**src/rtl/dispatch_pkg.sv**
```systemverilog
//------------------------------------------------------------------------------
// dispatch_pkg : shared unit encoding, queue-entry layout and default sizes
// Revision     : 1.0
//------------------------------------------------------------------------------
`default_nettype none

package dispatch_pkg;

   localparam int DEF_NUM_ALU = 2;
   localparam int DEF_DEPTH   = 4;
   localparam int DEF_TAG_W   = 5;
   localparam int DEF_OP_W    = 4;
   localparam int DEF_MUL_LAT = 3;

   // Entry fields are sized for the widest supported build (TAG_W, OP_W <= 8).
   localparam int MAX_TAG_W   = 8;
   localparam int MAX_OP_W    = 8;
   localparam int IMM_W       = 5;

   typedef enum logic [1:0] {
      UNIT_ALU   = 2'd0,
      UNIT_MUL   = 2'd1,
      UNIT_LOAD  = 2'd2,
      UNIT_STORE = 2'd3
   } unit_e;

   typedef struct packed {
      unit_e                unit;
      logic [MAX_OP_W-1:0]  op;
      logic                 imm_sel;
      logic [IMM_W-1:0]     imm;
      logic [MAX_TAG_W-1:0] rs0;
      logic [MAX_TAG_W-1:0] rs1;
      logic [MAX_TAG_W-1:0] rd;
   } entry_t;

endpackage

`default_nettype wire

```
**src/rtl/dispatch_fifo.sv**
```systemverilog
//------------------------------------------------------------------------------
// dispatch_fifo : in-order instruction queue, DEPTH entries (power of 2)
// Revision      : 1.0
//------------------------------------------------------------------------------
`default_nettype none

module dispatch_fifo
   import dispatch_pkg::*;
#(
   parameter int DEPTH = DEF_DEPTH
) (
   input  logic   clk,
   input  logic   rst,
   input  logic   push_i,
   input  entry_t wdata_i,
   input  logic   pop_i,
   output entry_t rdata_o,
   output logic   full_o,
   output logic   empty_o
);

   localparam int PTR_W = $clog2(DEPTH);
   localparam int CNT_W = $clog2(DEPTH + 1);

   entry_t           mem_q [DEPTH];
   logic [PTR_W-1:0] wptr_q;
   logic [PTR_W-1:0] rptr_q;
   logic [CNT_W-1:0] count_q;
   logic             w_push;
   logic             w_pop;

   assign full_o  = (count_q == CNT_W'(DEPTH));
   assign empty_o = (count_q == '0);

   // A full queue refuses pushes even when the head leaves in the same cycle.
   assign w_push  = push_i && !full_o;
   assign w_pop   = pop_i && !empty_o;

   always_ff @(posedge clk) begin
      if (rst) begin
         wptr_q  <= '0;
         rptr_q  <= '0;
         count_q <= '0;
      end else begin
         if (w_push) wptr_q <= wptr_q + PTR_W'(1);
         if (w_pop)  rptr_q <= rptr_q + PTR_W'(1);
         case ({w_push, w_pop})
            2'b10:   count_q <= count_q + CNT_W'(1);
            2'b01:   count_q <= count_q - CNT_W'(1);
            default: count_q <= count_q;
         endcase
      end
   end

   always_ff @(posedge clk) begin
      if (w_push) mem_q[wptr_q] <= wdata_i;
   end

   assign rdata_o = mem_q[rptr_q];

endmodule

`default_nettype wire

```
**src/rtl/dispatch_ctrl.sv**
```systemverilog
//------------------------------------------------------------------------------
// dispatch_ctrl : in-order dispatch with tag scoreboard, ALU/MUL/LS issue
// Revision      : 1.0
//------------------------------------------------------------------------------
`default_nettype none

module dispatch_ctrl
   import dispatch_pkg::*;
#(
   parameter int NUM_ALU = DEF_NUM_ALU,
   parameter int DEPTH   = DEF_DEPTH,
   parameter int TAG_W   = DEF_TAG_W,
   parameter int OP_W    = DEF_OP_W,
   parameter int MUL_LAT = DEF_MUL_LAT
) (
   input  logic                         clk,
   input  logic                         rst,
   input  logic                         in_valid,
   output logic                         in_ready,
   input  logic [1:0]                   in_unit,
   input  logic [OP_W-1:0]              in_op,
   input  logic                         in_imm_sel,
   input  logic [4:0]                   in_imm,
   input  logic [TAG_W-1:0]             in_rs0_tag,
   input  logic [TAG_W-1:0]             in_rs1_tag,
   input  logic [TAG_W-1:0]             in_rd_tag,
   input  logic [NUM_ALU-1:0]           alu_ready,
   input  logic                         ls_ready,
   output logic [NUM_ALU-1:0]           alu_valid,
   output logic [NUM_ALU*OP_W-1:0]      alu_op,
   output logic [NUM_ALU-1:0]           alu_imm_sel,
   output logic [NUM_ALU*5-1:0]         alu_imm,
   output logic [NUM_ALU*TAG_W-1:0]     alu_rd_tag,
   output logic                         mul_valid,
   output logic                         mul_imm_sel,
   output logic [4:0]                   mul_imm,
   output logic [TAG_W-1:0]             mul_rd_tag,
   output logic                         ls_valid,
   output logic                         ls_store,
   output logic [TAG_W-1:0]             ls_rd_tag,
   input  logic [NUM_ALU+1:0]           wb_valid,
   input  logic [(NUM_ALU+2)*TAG_W-1:0] wb_tag,
   output logic                         err
);

   localparam int NTAGS = 2 ** TAG_W;
   localparam int NWB   = NUM_ALU + 2;
   localparam int MCW   = $clog2(MUL_LAT + 1);

   entry_t w_in_entry;
   entry_t w_head;
   logic   w_full;
   logic   w_empty;
   logic   w_issue;

   logic [NTAGS-1:0]         pending_q, pending_d;
   logic [MCW-1:0]           mul_cnt_q, mul_cnt_d;
   logic                     err_q, err_d;
   logic [NUM_ALU-1:0]       alu_valid_q, alu_valid_d;
   logic [NUM_ALU*OP_W-1:0]  alu_op_q, alu_op_d;
   logic [NUM_ALU-1:0]       alu_imm_sel_q, alu_imm_sel_d;
   logic [NUM_ALU*5-1:0]     alu_imm_q, alu_imm_d;
   logic [NUM_ALU*TAG_W-1:0] alu_rd_tag_q, alu_rd_tag_d;
   logic                     mul_valid_q, mul_valid_d;
   logic                     mul_imm_sel_q, mul_imm_sel_d;
   logic [4:0]               mul_imm_q, mul_imm_d;
   logic [TAG_W-1:0]         mul_rd_tag_q, mul_rd_tag_d;
   logic                     ls_valid_q, ls_valid_d;
   logic                     ls_store_q, ls_store_d;
   logic [TAG_W-1:0]         ls_rd_tag_q, ls_rd_tag_d;

   logic [NTAGS-1:0]   w_wb_hit;
   logic [NTAGS-1:0]   w_set;
   logic [TAG_W-1:0]   w_rs0, w_rs1, w_rd;
   logic [NUM_ALU-1:0] w_alu_sel;
   logic               w_is_store, w_pad_ok, w_rs0_ok, w_rs1_ok, w_waw_ok, w_res_ok;

   always_comb begin
      w_in_entry         = '0;
      w_in_entry.unit    = unit_e'(in_unit);
      w_in_entry.op      = MAX_OP_W'(in_op);
      w_in_entry.imm_sel = in_imm_sel;
      w_in_entry.imm     = in_imm;
      w_in_entry.rs0     = MAX_TAG_W'(in_rs0_tag);
      w_in_entry.rs1     = MAX_TAG_W'(in_rs1_tag);
      w_in_entry.rd      = MAX_TAG_W'(in_rd_tag);
   end

   dispatch_fifo #(
      .DEPTH   (DEPTH)
   ) u_fifo (
      .clk     (clk),
      .rst     (rst),
      .push_i  (in_valid),
      .wdata_i (w_in_entry),
      .pop_i   (w_issue),
      .rdata_o (w_head),
      .full_o  (w_full),
      .empty_o (w_empty)
   );

   assign in_ready = !w_full;

   always_comb begin
      w_wb_hit = '0;
      for (int k = 0; k < NWB; k++) begin
         if (wb_valid[k]) w_wb_hit[wb_tag[k*TAG_W +: TAG_W]] = 1'b1;
      end
      w_wb_hit[0] = 1'b0;
   end

   assign w_rs0      = w_head.rs0[TAG_W-1:0];
   assign w_rs1      = w_head.rs1[TAG_W-1:0];
   assign w_rd       = w_head.rd[TAG_W-1:0];
   assign w_is_store = (w_head.unit == UNIT_STORE);

   // Pad bits above TAG_W/OP_W are always written zero; nonzero means corrupt storage.
   assign w_pad_ok = ((w_head.op  >> OP_W)  == '0) && ((w_head.rs0 >> TAG_W) == '0) &&
                     ((w_head.rs1 >> TAG_W) == '0) && ((w_head.rd  >> TAG_W) == '0);

   assign w_rs0_ok  = !pending_q[w_rs0] || w_wb_hit[w_rs0];
   assign w_rs1_ok  = w_head.imm_sel || !pending_q[w_rs1] || w_wb_hit[w_rs1];
   assign w_waw_ok  = w_is_store || (w_rd == '0) || !pending_q[w_rd] || w_wb_hit[w_rd];
   assign w_alu_sel = alu_ready & (~alu_ready + NUM_ALU'(1));

   always_comb begin
      unique case (w_head.unit)
         UNIT_ALU: w_res_ok = |alu_ready;
         UNIT_MUL: w_res_ok = (mul_cnt_q == '0);
         default:  w_res_ok = ls_ready;
      endcase
   end

   assign w_issue = !w_empty && w_pad_ok && w_rs0_ok && w_rs1_ok && w_waw_ok && w_res_ok;

   always_comb begin
      w_set = '0;
      if (w_issue && !w_is_store && (w_rd != '0)) w_set[w_rd] = 1'b1;

      // Set wins over a same-cycle clear of the same tag.
      pending_d    = (pending_q & ~w_wb_hit) | w_set;
      pending_d[0] = 1'b0;
      err_d        = err_q | (|(w_wb_hit & ~pending_q & ~w_set));

      mul_cnt_d = (mul_cnt_q != '0) ? mul_cnt_q - MCW'(1) : mul_cnt_q;

      alu_valid_d   = '0;
      alu_op_d      = alu_op_q;
      alu_imm_sel_d = alu_imm_sel_q;
      alu_imm_d     = alu_imm_q;
      alu_rd_tag_d  = alu_rd_tag_q;
      mul_valid_d   = 1'b0;
      mul_imm_sel_d = mul_imm_sel_q;
      mul_imm_d     = mul_imm_q;
      mul_rd_tag_d  = mul_rd_tag_q;
      ls_valid_d    = 1'b0;
      ls_store_d    = ls_store_q;
      ls_rd_tag_d   = ls_rd_tag_q;

      if (w_issue) begin
         unique case (w_head.unit)
            UNIT_ALU: begin
               alu_valid_d = w_alu_sel;
               for (int c = 0; c < NUM_ALU; c++) begin
                  if (w_alu_sel[c]) begin
                     alu_op_d[c*OP_W +: OP_W]     = w_head.op[OP_W-1:0];
                     alu_imm_sel_d[c]             = w_head.imm_sel;
                     alu_imm_d[c*5 +: 5]          = w_head.imm;
                     alu_rd_tag_d[c*TAG_W +: TAG_W] = w_rd;
                  end
               end
            end
            UNIT_MUL: begin
               mul_valid_d   = 1'b1;
               mul_imm_sel_d = w_head.imm_sel;
               mul_imm_d     = w_head.imm;
               mul_rd_tag_d  = w_rd;
               mul_cnt_d     = MCW'(MUL_LAT - 1);
            end
            default: begin
               ls_valid_d  = 1'b1;
               ls_store_d  = w_is_store;
               ls_rd_tag_d = w_is_store ? '0 : w_rd;
            end
         endcase
      end
   end

   always_ff @(posedge clk) begin
      if (rst) begin
         pending_q     <= '0;
         mul_cnt_q     <= '0;
         err_q         <= 1'b0;
         alu_valid_q   <= '0;
         alu_op_q      <= '0;
         alu_imm_sel_q <= '0;
         alu_imm_q     <= '0;
         alu_rd_tag_q  <= '0;
         mul_valid_q   <= 1'b0;
         mul_imm_sel_q <= 1'b0;
         mul_imm_q     <= '0;
         mul_rd_tag_q  <= '0;
         ls_valid_q    <= 1'b0;
         ls_store_q    <= 1'b0;
         ls_rd_tag_q   <= '0;
      end else begin
         pending_q     <= pending_d;
         mul_cnt_q     <= mul_cnt_d;
         err_q         <= err_d;
         alu_valid_q   <= alu_valid_d;
         alu_op_q      <= alu_op_d;
         alu_imm_sel_q <= alu_imm_sel_d;
         alu_imm_q     <= alu_imm_d;
         alu_rd_tag_q  <= alu_rd_tag_d;
         mul_valid_q   <= mul_valid_d;
         mul_imm_sel_q <= mul_imm_sel_d;
         mul_imm_q     <= mul_imm_d;
         mul_rd_tag_q  <= mul_rd_tag_d;
         ls_valid_q    <= ls_valid_d;
         ls_store_q    <= ls_store_d;
         ls_rd_tag_q   <= ls_rd_tag_d;
      end
   end

   assign alu_valid   = alu_valid_q;
   assign alu_op      = alu_op_q;
   assign alu_imm_sel = alu_imm_sel_q;
   assign alu_imm     = alu_imm_q;
   assign alu_rd_tag  = alu_rd_tag_q;
   assign mul_valid   = mul_valid_q;
   assign mul_imm_sel = mul_imm_sel_q;
   assign mul_imm     = mul_imm_q;
   assign mul_rd_tag  = mul_rd_tag_q;
   assign ls_valid    = ls_valid_q;
   assign ls_store    = ls_store_q;
   assign ls_rd_tag   = ls_rd_tag_q;
   assign err         = err_q;

endmodule

`default_nettype wire

```
**config.mk**
```make
export PLATFORM = sky130hd
export DESIGN_NAME = dispatch_ctrl
export DESIGN_NICKNAME = d
export VERILOG_FILES = /design/src/rtl/dispatch_pkg.sv /design/src/rtl/dispatch_fifo.sv /design/src/rtl/dispatch_ctrl.sv
export SDC_FILE = /design/constraint.sdc
export NUM_CORES = 1
export LEC_CHECK = 0
export ABC_AREA = 0
export BUFFER_PORTS_ARGS = -buffer_cell sky130_fd_sc_hd__buf_2
export CAP_MARGIN = 25
export CORE_MARGIN = 8
export CORE_UTILIZATION = 50
export DETAILED_ROUTE_END_ITERATION = 7
export PLACE_DENSITY = 0.71
export SLEW_MARGIN = 5
export SYNTH_ARGS = -nofsm -noshare
export SYNTH_HDL_FRONTEND = slang
export SYNTH_SLANG_ARGS = --single-unit
```
**constraint.sdc**
```tcl
create_clock -name clk -period 6.12 [get_ports clk]
set_clock_uncertainty 0.2 [all_clocks]
set_input_delay 0.306 -clock clk [delete_from_list [all_inputs] [get_ports clk]]
set_output_delay 0.306 -clock clk [all_outputs]
set_load 0.005 [all_outputs]
```
==> Yosys cells after proc, flatten, opt, wreduce, memory -nomap -nowiden <==
Memories as Yosys holds them, arrays and structs flattened. A register that Yosys moved wholly into a read port is not among the register bits.
Cells that the tools add are included.
{ "classes": {"n_addsub": 6, "n_mul": 0, "n_div": 0, "n_lt_le_gt_ge": 12, "eq_ne": 5, "shifts": 0, "mux": 39, "bitwise": 16, "reduce_logical": 49} }
{ "op_table": {"columns": ["operator", "n"], "rows": [
  ["$mux 32", 5],
  ["$or 32x32->32", 4],
  ["$and 32x32->32", 3],
  ["$not 32->32", 3],
  ["$lt 5x6->1 const B", 7],
  ["$logic_not 8->1 const A", 4],
  ["$reduce_or 32->1", 1],
  ["$bmux 1 s5", 6],
  ["$demux 1 s5", 5],
  ["$ge 5x1->1 const B", 5],
  ["$logic_and 1x1->1", 17],
  ["$mux 1", 15],
  ["$mux 2", 5],
  ["$add 2x1->2 const B", 3],
  ["$logic_not 1->1", 6],
  ["$logic_or 1x1->1", 6],
  ["$pmux 3 s2", 1],
  ["$reduce_and 3->1", 2],
  ["$reduce_or 2->1", 3],
  ["$logic_not 5->1", 1],
  ["$mux 5", 1],
  ["$reduce_bool 5->1", 1],
  ["$eq 2x1->1 const B", 2],
  ["$eq 2x2->1 const B", 2],
  ["14 further kinds", 19]
]} }
{ "word_totals": {"register_bits": 93, "latchBits": 0, "mem_bits_rw": 108, "rom_bits": 0, "in_bits": 57, "word_cells": 151, "n_memories": 1} }
{ "mem_list": {"columns": ["name", "words", "width", "rd", "rd_clocked_by_memory_dff", "wr", "line_no", "text"], "rows": [
  ["u_fifo.mem_q", 4, 27, 1, 1, 1, "dispatch_fifo.sv:25", "entry_t mem_q [DEPTH];"]
]} }

==> Depth between registers and ports, before layout <==
Gate-level depths: netlist of the first run.
{ "logic_depth": {"ltp_word": 25, "mapped_depth": 21, "ltp_nobuf": 14} }

==> Modules after synthesis <==
From an unflattened synthesis of the first run, not the netlist that was laid out.
{ "hier_totals": {"hier_cells": 1044, "area_unflattened_um2": 12507.0} }
{ "modules_own_cells": {"columns": ["mod", "n_inst", "cells_each", "area_per_inst_um2"], "rows": [
  ["dispatch_fifo", 1, 263, 6304.8],
  ["dispatch_ctrl", 1, 781, 6202.2]
]} }

==> Worst setup path after synthesis of the first run <==
Ideal clock, no wire load.
{ "synth_timing": {"kind": "register to register", "startpoint": "reg (tool-made name)", "endpoint": "reg u_fifo.count_q[2]", "setup_ns": 0.071, "arrival_time_ns": 4.005, "slack_ns": 1.845, "stages_incl_launch_ff": 18, "path_buffers": 4, "period_less_slack_ns": 4.275, "cell_sequence": "dfxtp_1 > buf_6 > mux4_2 > inv_1 > mux4_2 > nor3b_1 > nor4_2 > o2111ai_2 > nor2_2 > buf_6 > buf_6 > buf_2 > ha_1 > inv_1 > fa_1 > xor2_1 > or3_1 > a21oi_1"} }
{ "synth_rtl": {"columns": ["element", "line_no", "text"], "rows": [
  ["end signal: assignment", "dispatch_fifo.sv:48", "2'b10: count_q <= count_q + CNT_W'(1);"],
  ["end signal: assignment", "dispatch_fifo.sv:49", "2'b01: count_q <= count_q - CNT_W'(1);"],
  ["end signal: assignment", "dispatch_fifo.sv:50", "default: count_q <= count_q;"],
  ["end: declaration", "dispatch_fifo.sv:28", "logic [CNT_W-1:0] count_q;"]
]} }

==> results of run 1 <==
report_power, final:
| part | switching (uW) | internal (uW) |
|---|---|---|
| Combinational | 760 | 413 |
| Sequential | 62.6 | 1560 |
| Clock | 537 | 805 |
| Total | 1360 | 2770 |
metrics by stage:
stage               hold slack (ns)  utilization [%]  cell area, sq um  worst slack (ns)
floorplan                     0.205                -             10600              1.84
global placement              0.225             53.6             11200              1.38
detailed placement            0.239             53.6             11200              1.35
CTS                          0.0397             58.5             12200              1.30
global route                 0.0731             58.5             12200             0.938
finish                       0.0536             58.5             12200              1.24
registers in the layout, indices dropped and copies added (netlist names), 2 cells and up, named ones only:
| signal | cells |
|---|---|
| u_fifo.count_q | 3 |
| u_fifo.mem_q | 108 |
| mul_rd_tag | 5 |
| alu_op | 8 |
| u_fifo.rptr_q | 2 |
| pending_q | 31 |
| alu_valid | 2 |
| mul_imm | 5 |
| u_fifo.wptr_q | 2 |
| alu_imm_sel | 2 |
| alu_rd_tag | 10 |
| mul_cnt_q | 2 |
| ls_rd_tag | 5 |
| alu_imm | 10 |
layout by cell type (no fill, tap or decap), types with 5 or more instances in the layout:
| cell type | n |
|---|---|
| nand2b_1 | 11 |
| a211oi_1 | 6 |
| dfxtp_1 | 93 |
| nor2_1 | 151 |
| nor4b_1 | 5 |
| o21ai_0 | 17 |
| clkbuf_16 | 22 |
| or4bb_1 | 9 |
| edfxtp_1 | 108 |
| nand3_1 | 15 |
| and3_1 | 5 |
| or2_2 | 6 |
| a22oi_1 | 8 |
| dlygate4sd3_1 | 27 |
| o31ai_1 | 6 |
| a32oi_1 | 17 |
| nand2_1 | 52 |
| inv_1 | 16 |
| mux4_2 | 28 |
| buf_2 | 109 |
| nor2b_1 | 9 |
| nor4_1 | 10 |
| ha_1 | 5 |
| o211ai_1 | 5 |
| o2111ai_1 | 6 |
| a2111oi_0 | 10 |
| nor3_1 | 40 |
| mux2_2 | 8 |
| a31oi_1 | 17 |
| nand4_1 | 8 |
| a311oi_1 | 7 |
| o22ai_1 | 66 |
| mux2i_1 | 70 |
| and2_1 | 5 |
| nand4b_1 | 12 |
| buf_4 | 15 |
| a21oi_1 | 24 |
repair_timing:
action                                  CTS  global route
hold buffers                             27             0
hold endpoints to repair                108             0
endpoints found under the setup margin    0             0
cells in the mapped netlist, types with 17 or more instances:
library cell and number:
a21oi_1 24, a31oi_1 17, a32oi_1 17, clkbuf_1 30, dfxtp_1 94, edfxtp_1 108, mux2i_1 70, mux4_2 28
nand2_1 52, nor2_1 151, nor3_1 40, o21ai_0 17, o22ai_1 66
path summary, 6_finish.rpt:
kind | startpoint | end | slack, ns | depth (start not counted)
hold / removal | in_valid | u_fifo.wptr_q[1]$_SDFFE_PP0P_ | 0.05 | 4
setup reg to reg | flop | err$_SDFF_PP0_ | 1.24 | 12
setup / recovery | flop | err$_SDFF_PP0_ | 1.24 | 12
hold reg to reg | mul_cnt_q[0]$_SDFF_PP0_ | mul_cnt_q[0]$_SDFF_PP0_ | 0.25 | 1
routing by layer:
layer / vias to the layer above / track usage, %
met5: - / 0
met4: 0 / 8.38
met1: 4274 / 29.9
met2: 455 / 36.7
met3: 78 / 3.97
li1: 4052 / -
cell families (layout without fill, tap and decap cells):
| group | count (synthesis) | in the layout |
|---|---|---|
| buffers and inverters | 81 | 207 |
| xor gates and xnor gates | 5 | 5 |
| muxes | 108 | 108 |
| DFF | 202 | 202 |
| AOI/OAI and AO/OA | 216 | 216 |
| and+or+nand+nor | 363 | 363 |
| adders and majority gates | 6 | 6 |
tightest hold or removal path: stages:
cell,delay (ns)
buf_2,0.12
and2_1,0.17
nand2_1,0.07
a21oi_1,0.05
cell type report:
| class | count | area (sq um) | share of cell area, % |
|---|---|---|---|
| clock inverters | 14 | 174 | 1.42 |
| repair buffers | 151 | 928 | 7.60 |
| well taps | 275 | 344 | 2.82 |
| clock buffers | 25 | 572 | 4.68 |
| multi-input cells | 698 | 5010 | 41.0 |
| flip-flops and latches | 202 | 5130 | 42.0 |
| inverters | 17 | 63.8 | 0.522 |
==> qor.csv, run 1 <==
stage;metric;value;unit
run;max cap viols;0;
floorplan;Die X;161;um
routing;DRC;0;
timing;RSZ-0062 raised after global routing;false;
routing;highest metal used;met4;
routing;vias;8859;
setup_path;Startpoint Class;flop;
clock_tree;clk slew on worst S/H paths;0.06;ns
power;PwrDens;338;nW/um^2
outcome;run status;completed;
clock_tree;Sink Count;202;
timing;final setup fails;0;
synth;multiplexer area fraction after synthesis;13.9;%
finish;number of antenna diodes;0;
setup_path;most used cell, CP;buf_4;
setup_path;crit path capture type;flop;
synth;Post-Synth Adder-Cell Area;0.780;%
timing;Final Hold Viols;0;
clock_tree;Clock Path Buffers;3;
grt;grt total ovfl;0;
synth;Synth Area in XOR/XNOR;0.414;%
floorplan;die area;26100;sq um
place;post-DP HPWL;21.9;mm
clock_tree;root buffer cell;clkbuf_16;
synth;synth unique cells;77;
floorplan;die height;161;um
timing;Setup TNS;0;ns
timing;Worst-Margin Slew;0.945;ns
routing;met2 WL post-DR;14.6;mm
setup_path;Crit path max-delay family;simple AND/OR/NAND/NOR gates;
synth;Syn Std Cell Area;10600;sq um
clock_tree;CTS tree;yes;
synth;main combinational cell family by area after synthesis;simple AND/OR/NAND/NOR gates;
synth;Post-Syn Nets;1044;
synth;leading area contributor after synthesis;edfxtp_1;
clock_tree;post-CTS resize count;0;
place;GP Congestion;0.974;
grt;first-pass GRT wire length;47.5;mm
setup_path;Crit-path slowest cell;mux4_2;
floorplan;cell row count;53;
clock_tree;Skew-Pair Late Insertion Delay;0.51;ns
timing;relative slew slack;37.0;%
synth;Syn Area/Cell;10.8;sq um
setup_path;Critical Path AT;5.01;ns
synth;Yosys warning count;0;
setup_path;buffers and inverters on the worst path;2;
timing;max-slew violations;0;
synth;Seq/Total Area, Yosys;48.4;%
setup_path;Critical Path RT;6.25;ns
synth;compound-gate portion of the synthesized area;14.4;%
timing;Final Critical Period;4.88;ns
finish;Fill cells;1798;
grt;Total GRT Usage;22.7;%
routing;wire per inst;22.2;um
routing;Final ANT Viol Nets;0;
grt;largest net degree at the start of global routing;94;
synth;Post-Synth Simple-Gate Area;17.8;%
synth;register bit total from synthesis;202;
finish;Final Net Count;1155;
setup_path;CP Cell Sequence;buf_4 > mux4_2 > or2_2 > nor2_1 > a31oi_1 > nand4_1 > nor4_4 > nor2_2 > buf_4 > nand2_1 > a2111oi_2 > a41oi_1;
grt;vias in the first global route;8601;
place;Post-Place Cells;1316;
routing;Routed WL;30.7;mm
power;Design Power;4130;uW
synth;Async SR Flop Fraction;0;%
routing;metal3 WL;2.51;mm
finish;ratio of cells with drive above 1 in the final layout;19.4;%
setup_path;crit path max fanout;46;
routing;DRT Pass-1 Iters;6;
min_path;worst min path class;in2reg;
routing;via/cell ratio;6.41;
synth;top cell type's share of synthesized area;30.6;%
timing;f_max;205;MHz
timing;Tcrit/Tclk final;79.7;%
synth;Syn Inst Count;981;
power;worst vdd ir;0.279;mV
routing;Metal-1 WL;12.6;mm
setup_path;biggest cell delay along the critical path;0.70;ns
finish;Layout area overhead;15.5;%
routing;Iter 0 DRT Violations;888;
floorplan;Starting Density;50.7;%
setup_path;Setup Crit Path Kind;reg2reg;
floorplan;I/O Pins;110;
floorplan;Placeable Area;20900;sq um
finish;Non-Filler Instances;1382;
place;PortBufs;109;
grt;antenna violations before repair;0;
synth;ranking of synthesized cells by area;edfxtp_1 (31%), dfxtp_1 (18%), mux2i_1 (6.6%), mux4_2 (6.0%), nor2_1 (5.4%);
clock_tree;H-tree depth;1;
synth;EDFF count, synth;108;
clock_tree;CTS buffer count;22;
power;Leak;0.00420;uW
synth;Post-synth top flop;edfxtp_1;
clock_tree;# Post-CTS Setup Buffers;0;
Note: power is estimated with default switching activity, not from simulation.
==> run 2, diff against run 1 <==
--- a/config.mk
+++ b/config.mk
@@ -11,7 +11,7 @@
 export CORE_MARGIN = 8
 export CORE_UTILIZATION = 50
 export DETAILED_ROUTE_END_ITERATION = 7
-export PLACE_DENSITY = 0.71
+export PLACE_DENSITY = 0.74
 export SLEW_MARGIN = 5
 export SYNTH_ARGS = -nofsm -noshare
 export SYNTH_HDL_FRONTEND = slang
==> constraint.sdc (replaced) <==
create_clock -name clk -period 4.3 [get_ports clk]
set_clock_uncertainty 0.2 [all_clocks]
set_input_delay 0.215 -clock clk [delete_from_list [all_inputs] [get_ports clk]]
set_output_delay 0.215 -clock clk [all_outputs]
set_load 0.005 [all_outputs]
==> run 2 against run 1 <==
Net effect:
- via count increased by 5.8%
- combinational power increased by 71%
- fmax increased by 18%
- cell count increased by 5.1%
- critical path depth increased by 2
- setup slack got worse by 1.1 ns
- clock power increased by 52%
- sequential power increased by 43%
- final area increased by 5.9%
- count of clock-buffer cells in the layout increased by 10
- wire length increased by 11%
- largest cell class unchanged
==> qor.csv, run 2 (synthesized netlist as in run 1, its figures left out) <==
stage;metric;value;unit;change
finish;Util after Layout;62.0;%;+3.5 points
timing;Worst-Margin Slew;0.959;ns;+0.0137 ns
setup_path;Critical Path AT;4.31;ns;-0.70 ns
run;max cap viols;0;;unchanged
grt;grt total ovfl;0;;unchanged
routing;DRC;0;;unchanged
timing;Final Critical Period;4.13;ns;-0.749 ns
timing;Setup TNS;0;ns;unchanged
finish;number of antenna diodes;0;;unchanged
finish;most frequent cells in the layout;nor2_1 (150), buf_2 (109), edfxtp_1 (108);;
power;Leak;0.00460;uW;+9.3%
finish;design area;12900;sq um;+5.9%
timing;final setup fails;0;;unchanged
place;PortBufs;109;;unchanged
grt;largest net degree at the start of global routing;61;;-35%
routing;Iter 0 DRT Violations;999;;+13%
floorplan;Starting Density;50.7;%;unchanged
setup_path;biggest cell delay along the critical path;0.59;ns;-0.11 ns
floorplan;die height;161;um;unchanged
clock_tree;H-tree depth;1;;unchanged
routing;DRT Pass-1 Iters;6;;unchanged
clock_tree;Clock Path Buffers;3;;unchanged
timing;Final Hold Viols;0;;unchanged
finish;Multi-input gate area;5080;sq um;+1.5%
finish;register area;5130;sq um;about the same
setup_path;buffers and inverters on the worst path;3;;+1
finish;top flop regs;u_fifo.mem_q (108), pending_q (31);;
routing;wire per inst;23.3;um;+5.2%
power;PwrDens;491;nW/um^2;+45%
finish;ratio of cells with drive above 1 in the final layout;24.8;%;+5.4 points
finish;commonest non-fill, non-tap cell in the layout;nor2_1;;
floorplan;Die X;161;um;unchanged
setup_path;Startpoint Class;flop;;
setup_path;Critical Path RT;4.48;ns;-1.77 ns
routing;Routed WL;33.9;mm;+11%
outcome;run status;completed;;
timing;relative slew slack;36.1;%;-0.91 points
finish;Final Net Count;1224;;+6.0%
timing;f_max;242;MHz;+18%
setup_path;CP Cell Sequence;mux4_2 > buf_4 > mux4_1 > mux2_2 > nand2_1 > o31ai_1 > o311ai_2 > o2111ai_2 > nor2_2 > buf_4 > buf_6 > a31oi_1 > nor4_1 > a41oi_1;;
clock_tree;Skew-Pair Late Insertion Delay;0.52;ns;about the same
clock_tree;Sink Count;202;;unchanged
floorplan;die area;26100;sq um;unchanged
finish;max reg flops;108;;unchanged
setup_path;Crit-path slowest cell;mux4_2;;
place;post-DP HPWL;24.1;mm;+10%
floorplan;I/O Pins;110;;unchanged
grt;vias in the first global route;8900;;+3.5%
clock_tree;clk slew on worst S/H paths;0.06;ns;about the same
place;GP Congestion;0.990;;+1.6%
finish;Layout area overhead;22.3;%;
setup_path;crit path capture type;flop;;
timing;max-slew violations;0;;unchanged
timing;RSZ-0062 raised after global routing;false;;
grt;first-pass GRT wire length;50.4;mm;+6.0%
routing;via/cell ratio;6.46;;+0.73%
clock_tree;CTS tree;yes;;
setup_path;crit path max fanout;39;;-15%
grt;Total GRT Usage;24.3;%;+1.7 points
routing;vias;9376;;+5.8%
routing;Final ANT Viol Nets;0;;unchanged
clock_tree;CTS buffer count;22;;unchanged
floorplan;Placeable Area;20900;sq um;unchanged
floorplan;cell row count;53;;unchanged
finish;Fill cells;1690;;-6.0%
setup_path;Crit path max-delay family;multiplexers;;
clock_tree;root buffer cell;clkbuf_16;;
timing;Tcrit/Tclk final;96.1;%;+16 points
min_path;Hold Crit Start;alu_ready[0];;
finish;Most flops, register;u_fifo.mem_q;;
setup_path;most used cell, CP;buf_4;;
min_path;worst min path class;in2reg;;
setup_path;Setup Crit Path Kind;reg2reg;;
grt;antenna violations before repair;0;;unchanged
place;dpl cell area;11600;sq um;+3.6%
power;worst vdd ir;0.462;mV;+66%
==> run 2: metrics by stage <==
stage	hold WS, ns	total power (uW)	setup WS, ns	std cells
detailed placement	0.230	4140	-0.229	1366
finish	0.0697	6350	0.170	1452
floorplan	0.114	3530	0.0248	981
CTS	0.0470	6240	0.0551	1441
global route	0.0669	6580	0.0121	1452
global placement	0.225	4130	-0.283	1366
==> run 2: cell type report <==
cell class	count	area share, %
clock inverter	5	1.02
tap	275	2.66
inverter	17	0.493
clock buffer	35	5.18
multi-input combinational	699	39.3
sequential	202	39.6
timing repair buffer	219	11.7
==> run 2: path summary, 6_finish.rpt <==
kind / depth (start not counted) / end / slack (ns)
worst max-delay path: 14 / err$_SDFF_PP0_ / 0.17
worst min register to register: 1 / mul_cnt_q[0]$_SDFF_PP0_ / 0.27
worst max register to register: 14 / err$_SDFF_PP0_ / 0.17
worst min-delay path: 3 / alu_valid[0]$_SDFF_PP0_ / 0.07
==> run 2: where the power goes <==
group	leakage (uW)	internal, uW	switching [uW]	total, uW
logic	0.00245	805	1200	2000
registers	0.00175	2220	90.6	2310
clock network	0.000391	1260	779	2040
total	0.00460	4280	2070	6350
==> run 2: worst reg2reg max path, cell delays in order (launching register included) <==
cell	delay, ns
dfxtp_4	0.40
mux4_2	0.59
buf_4	0.18
mux4_1	0.44
mux2_2	0.27
nand2_1	0.06
o31ai_1	0.08
o311ai_2	0.12
o2111ai_2	0.24
nor2_2	0.23
buf_4	0.14
buf_6	0.26
a31oi_1	0.19
nor4_1	0.43
a41oi_1	0.15
==> run 2: routing by layer <==
| metal | GRT usage, % | up-vias | part of all wire, % |
|---|---|---|---|
| li1 | - | 4184 | - |
| met1 | 32.6 | 4492 | 41 |
| met2 | 38.4 | 576 | 45 |
| met3 | 4.56 | 124 | 9.5 |
| met4 | 9.55 | 0 | 4.2 |
| met5 | 0 | - | 0 |
==> run 2: what timing repair did <==
action | 4_1_cts | 5_1_grt
hold endpoints to repair | 110 | 5
hold buffers | 28 | 1
buffers inserted | 7 | 8
pin swaps | 1 | 6
resized for setup | 4 | 13
gates cloned | 0 | 1
setup endpoints to repair | 53 | 27
==> run 3, diff against run 2 <==
--- a/config.mk
+++ b/config.mk
@@ -9,9 +9,9 @@
 export BUFFER_PORTS_ARGS = -buffer_cell sky130_fd_sc_hd__buf_2
 export CAP_MARGIN = 25
 export CORE_MARGIN = 8
-export CORE_UTILIZATION = 50
+export CORE_UTILIZATION = 39
 export DETAILED_ROUTE_END_ITERATION = 7
-export PLACE_DENSITY = 0.74
+export PLACE_DENSITY = 0.61
 export SLEW_MARGIN = 5
 export SYNTH_ARGS = -nofsm -noshare
 export SYNTH_HDL_FRONTEND = slang
==> constraint.sdc (replaced) <==
create_clock -name clk -period 3.45 [get_ports clk]
set_clock_uncertainty 0.2 [all_clocks]
set_input_delay 0.1725 -clock clk [delete_from_list [all_inputs] [get_ports clk]]
set_output_delay 0.1725 -clock clk [all_outputs]
set_load 0.005 [all_outputs]
==> run 3 against run 2 <==
Net effect:
- the flow now finishes with violations (negative setup slack)
- sequential cell count unchanged
- cell count increased by 16%
- critical path depth increased by 1
- non-clock buffer count increased by 164
- wire length increased by 6.1%
- count of clock-buffer cells in the layout decreased by 2
- global-route usage decreased by 3.2 points
- sequential power increased by 24%
- hold slack got worse by 0.062 ns
==> qor.csv, run 3 (synthesized netlist as in run 1, its figures left out) <==
stage;metric;value;unit;change
outcome;run status;finished, violations left;;
outcome;failing checks;negative setup slack;;
finish;commonest non-fill, non-tap cell in the layout;buf_4;;
floorplan;die area;32700;sq um;+25%
power;Sw Pwr;2780;uW;+35%
finish;ratio of cells with drive above 1 in the final layout;37.1;%;+12 points
clock_tree;H-tree depth;1;;unchanged
place;PortBufs;109;;unchanged
routing;vias;9829;;+4.8%
grt;first-pass GRT wire length;55.3;mm;+9.8%
timing;Final Hold Viols;0;;unchanged
finish;max reg flops;108;;unchanged
finish;Multi-input gate area;5400;sq um;+6.2%
grt;grt total ovfl;0;;unchanged
power;worst vdd ir;0.423;mV;-8.4%
finish;register area;5130;sq um;about the same
floorplan;Placeable Area;26800;sq um;+28%
min_path;worst min path class;in2reg;;
power;internal power;5580;uW;+30%
routing;DRT Pass-1 Iters;7;;+1
floorplan;Starting Density;39.5;%;-11 points
finish;Non-Filler Instances;1681;;+16%
clock_tree;Clock Path Buffers;3;;unchanged
timing;RSZ-0062 raised after global routing;true;;
routing;Routed WL;36.0;mm;+6.1%
floorplan;die height;181;um;+12%
routing;DRC;0;;unchanged
timing;Worst-Margin Slew;0.706;ns;-0.253 ns
setup_path;CP Cell Sequence;mux4_2 > inv_4 > buf_4 > nor3_1 > o211ai_1 > a31oi_2 > o311ai_4 > o2111ai_4 > nor2_4 > buf_4 > buf_12 > buf_6 > a311oi_2 > nor4_2 > a41oi_1;;
finish;Util after Layout;54.5;%;-7.5 points
grt;Total GRT Usage;21.1;%;-3.2 points
setup_path;Startpoint Class;flop;;
finish;Fill cells;2285;;+35%
setup_path;Critical Path AT;4.15;ns;-0.16 ns
timing;worst hold margin;0.00795;ns;-0.0617 ns
finish;number of antenna diodes;0;;unchanged
clock_tree;Skew-Pair Late Insertion Delay;0.53;ns;about the same
finish;most frequent cells in the layout;buf_4 (223), nor2_1 (147), buf_2 (109);;
floorplan;Die X;181;um;+12%
clock_tree;CTS tree;yes;;
timing;relative slew slack;52.7;%;+17 points
floorplan;I/O Pins;110;;unchanged
run;max cap viols;0;;unchanged
setup_path;Setup Crit Path Kind;reg2reg;;
place;Post-Place Cells;1591;;+16%
place;GP Congestion;0.989;;-0.13%
clock_tree;CTS buffer count;22;;unchanged
timing;setup ws final;-0.531;ns;-0.701 ns
setup_path;crit path capture type;flop;;
setup_path;crit path max fanout;11;;-72%
timing;Final Critical Period;3.98;ns;-0.149 ns
setup_path;biggest cell delay along the critical path;0.65;ns;+0.06 ns
power;Net Sw Frac;33.3;%;+0.72 points
routing;Iter 0 DRT Violations;982;;-1.7%
routing;wire per inst;21.4;um;-8.3%
finish;Layout area overhead;38.0;%;
grt;antenna violations before repair;0;;unchanged
timing;max-slew violations;0;;unchanged
clock_tree;clk slew on worst S/H paths;0.06;ns;about the same
grt;vias in the first global route;9635;;+8.3%
power;PwrDens;572;nW/um^2;+17%
clock_tree;root buffer cell;clkbuf_16;;
timing;Tcrit/Tclk final;115;%;+19 points
power;Leak;0.00544;uW;+18%
setup_path;most used cell, CP;buf_4;;
power;Design Power;8360;uW;+32%
routing;Final ANT Viol Nets;0;;unchanged
place;post-DP HPWL;26.7;mm;+11%
floorplan;cell row count;60;;+13%
setup_path;Critical Path RT;3.62;ns;-0.86 ns
power;Flop pwr share;34.2;%;-2.2 points
grt;largest net degree at the start of global routing;94;;+54%
routing;via/cell ratio;5.85;;-9.4%
setup_path;Crit-path slowest cell;mux4_2;;
finish;Most flops, register;u_fifo.mem_q;;
timing;f_max;251;MHz;+3.7%
finish;Final Net Count;1388;;+13%
power;clock power share;27.6;%;-4.5 points
clock_tree;Sink Count;202;;unchanged
timing;final setup fails;86;;+86
power;power share of the combinational group;38.2;%;+6.7 points
finish;top flop regs;u_fifo.mem_q (108), pending_q (31);;
run 3: cell types whose count changed in the layout (fill, tap and decap cells not counted), moves of 4 or more:
| cell | change |
|---|---|
| buf_4 | +150 |
| buf_6 | +5 |
| a31oi_1 | -4 |
| a31oi_2 | +4 |
| buf_8 | +4 |
run 3: repair_timing:
action,in CTS,in global routing
hold buffers,30,0
buffers inserted,8,14
cloned,1,1
resized for setup,48,41
pin swaps,11,13
endpoints found under the setup margin,91,91
endpoints found under the hold margin,153,0
run 3: metrics by stage:
| stage | setup slack, ns | TNS, ns | cell area [sq um] |
|---|---|---|---|
| global placement | -0.698 | -35.44 | 13000 |
| finish | -0.531 | -21.87 | 14600 |
| CTS | -0.505 | -15.87 | 14300 |
| global route | -0.657 | -33.11 | 14600 |
| floorplan | -0.550 | -1.02 | 10600 |
| detailed placement | -0.662 | -31.41 | 13000 |
run 3: final cells by class:
type	instances	area share, %
clock inverter	6	0.557
multi-input combinational	699	37.0
timing repair buffer	383	19.6
sequential	202	35.1
clock buffer	33	4.40
inverter	17	0.454
tap	341	2.92
run 3: per-layer routing:
metal  wire length, um  global-route usage [%]  part of all wire [%]  vias up
met1             15300                    27.8                    42     4726
met4              1330                    7.51                   3.7        0
met2             16500                    34.1                    46      479
met3              2900                    4.29                   8.1      108
met5                 0                       0                     0        -
li1                  -                       -                     -     4516
run 3: path summary, 6_finish.rpt:
path / to / startpoint / cells after the start / slack (ns)
worst max register to register: err$_SDFF_PP0_ / flop / 15 / -0.53
worst max-delay path: err$_SDFF_PP0_ / flop / 15 / -0.53
worst min register to register: mul_cnt_q[0]$_SDFF_PP0_ / mul_cnt_q[0]$_SDFF_PP0_ / 1 / 0.25
worst min-delay path: alu_valid[0]$_SDFF_PP0_ / alu_ready[0] / 3 / 0.008
run 3: power groups by stage:
stage          clock network [uW]  logic [uW]  registers [uW]
6_report                     2310        3190            2860
5_1_grt                      2450        3380            2870
4_1_cts                      2350        2920            2860
3_5_place_dp                    0        2700            2900
3_3_place_gp                    0        2690            2900
2_1_floorplan                   0        1560            2880
run 3: worst max-delay path, delay by kind of cell (launching register included):
kind,cells,cell delay [ns]
flops,1,0.40
mux,1,0.65
simple gates,3,0.62
compound gates,6,1.20
buf+inv,5,0.72
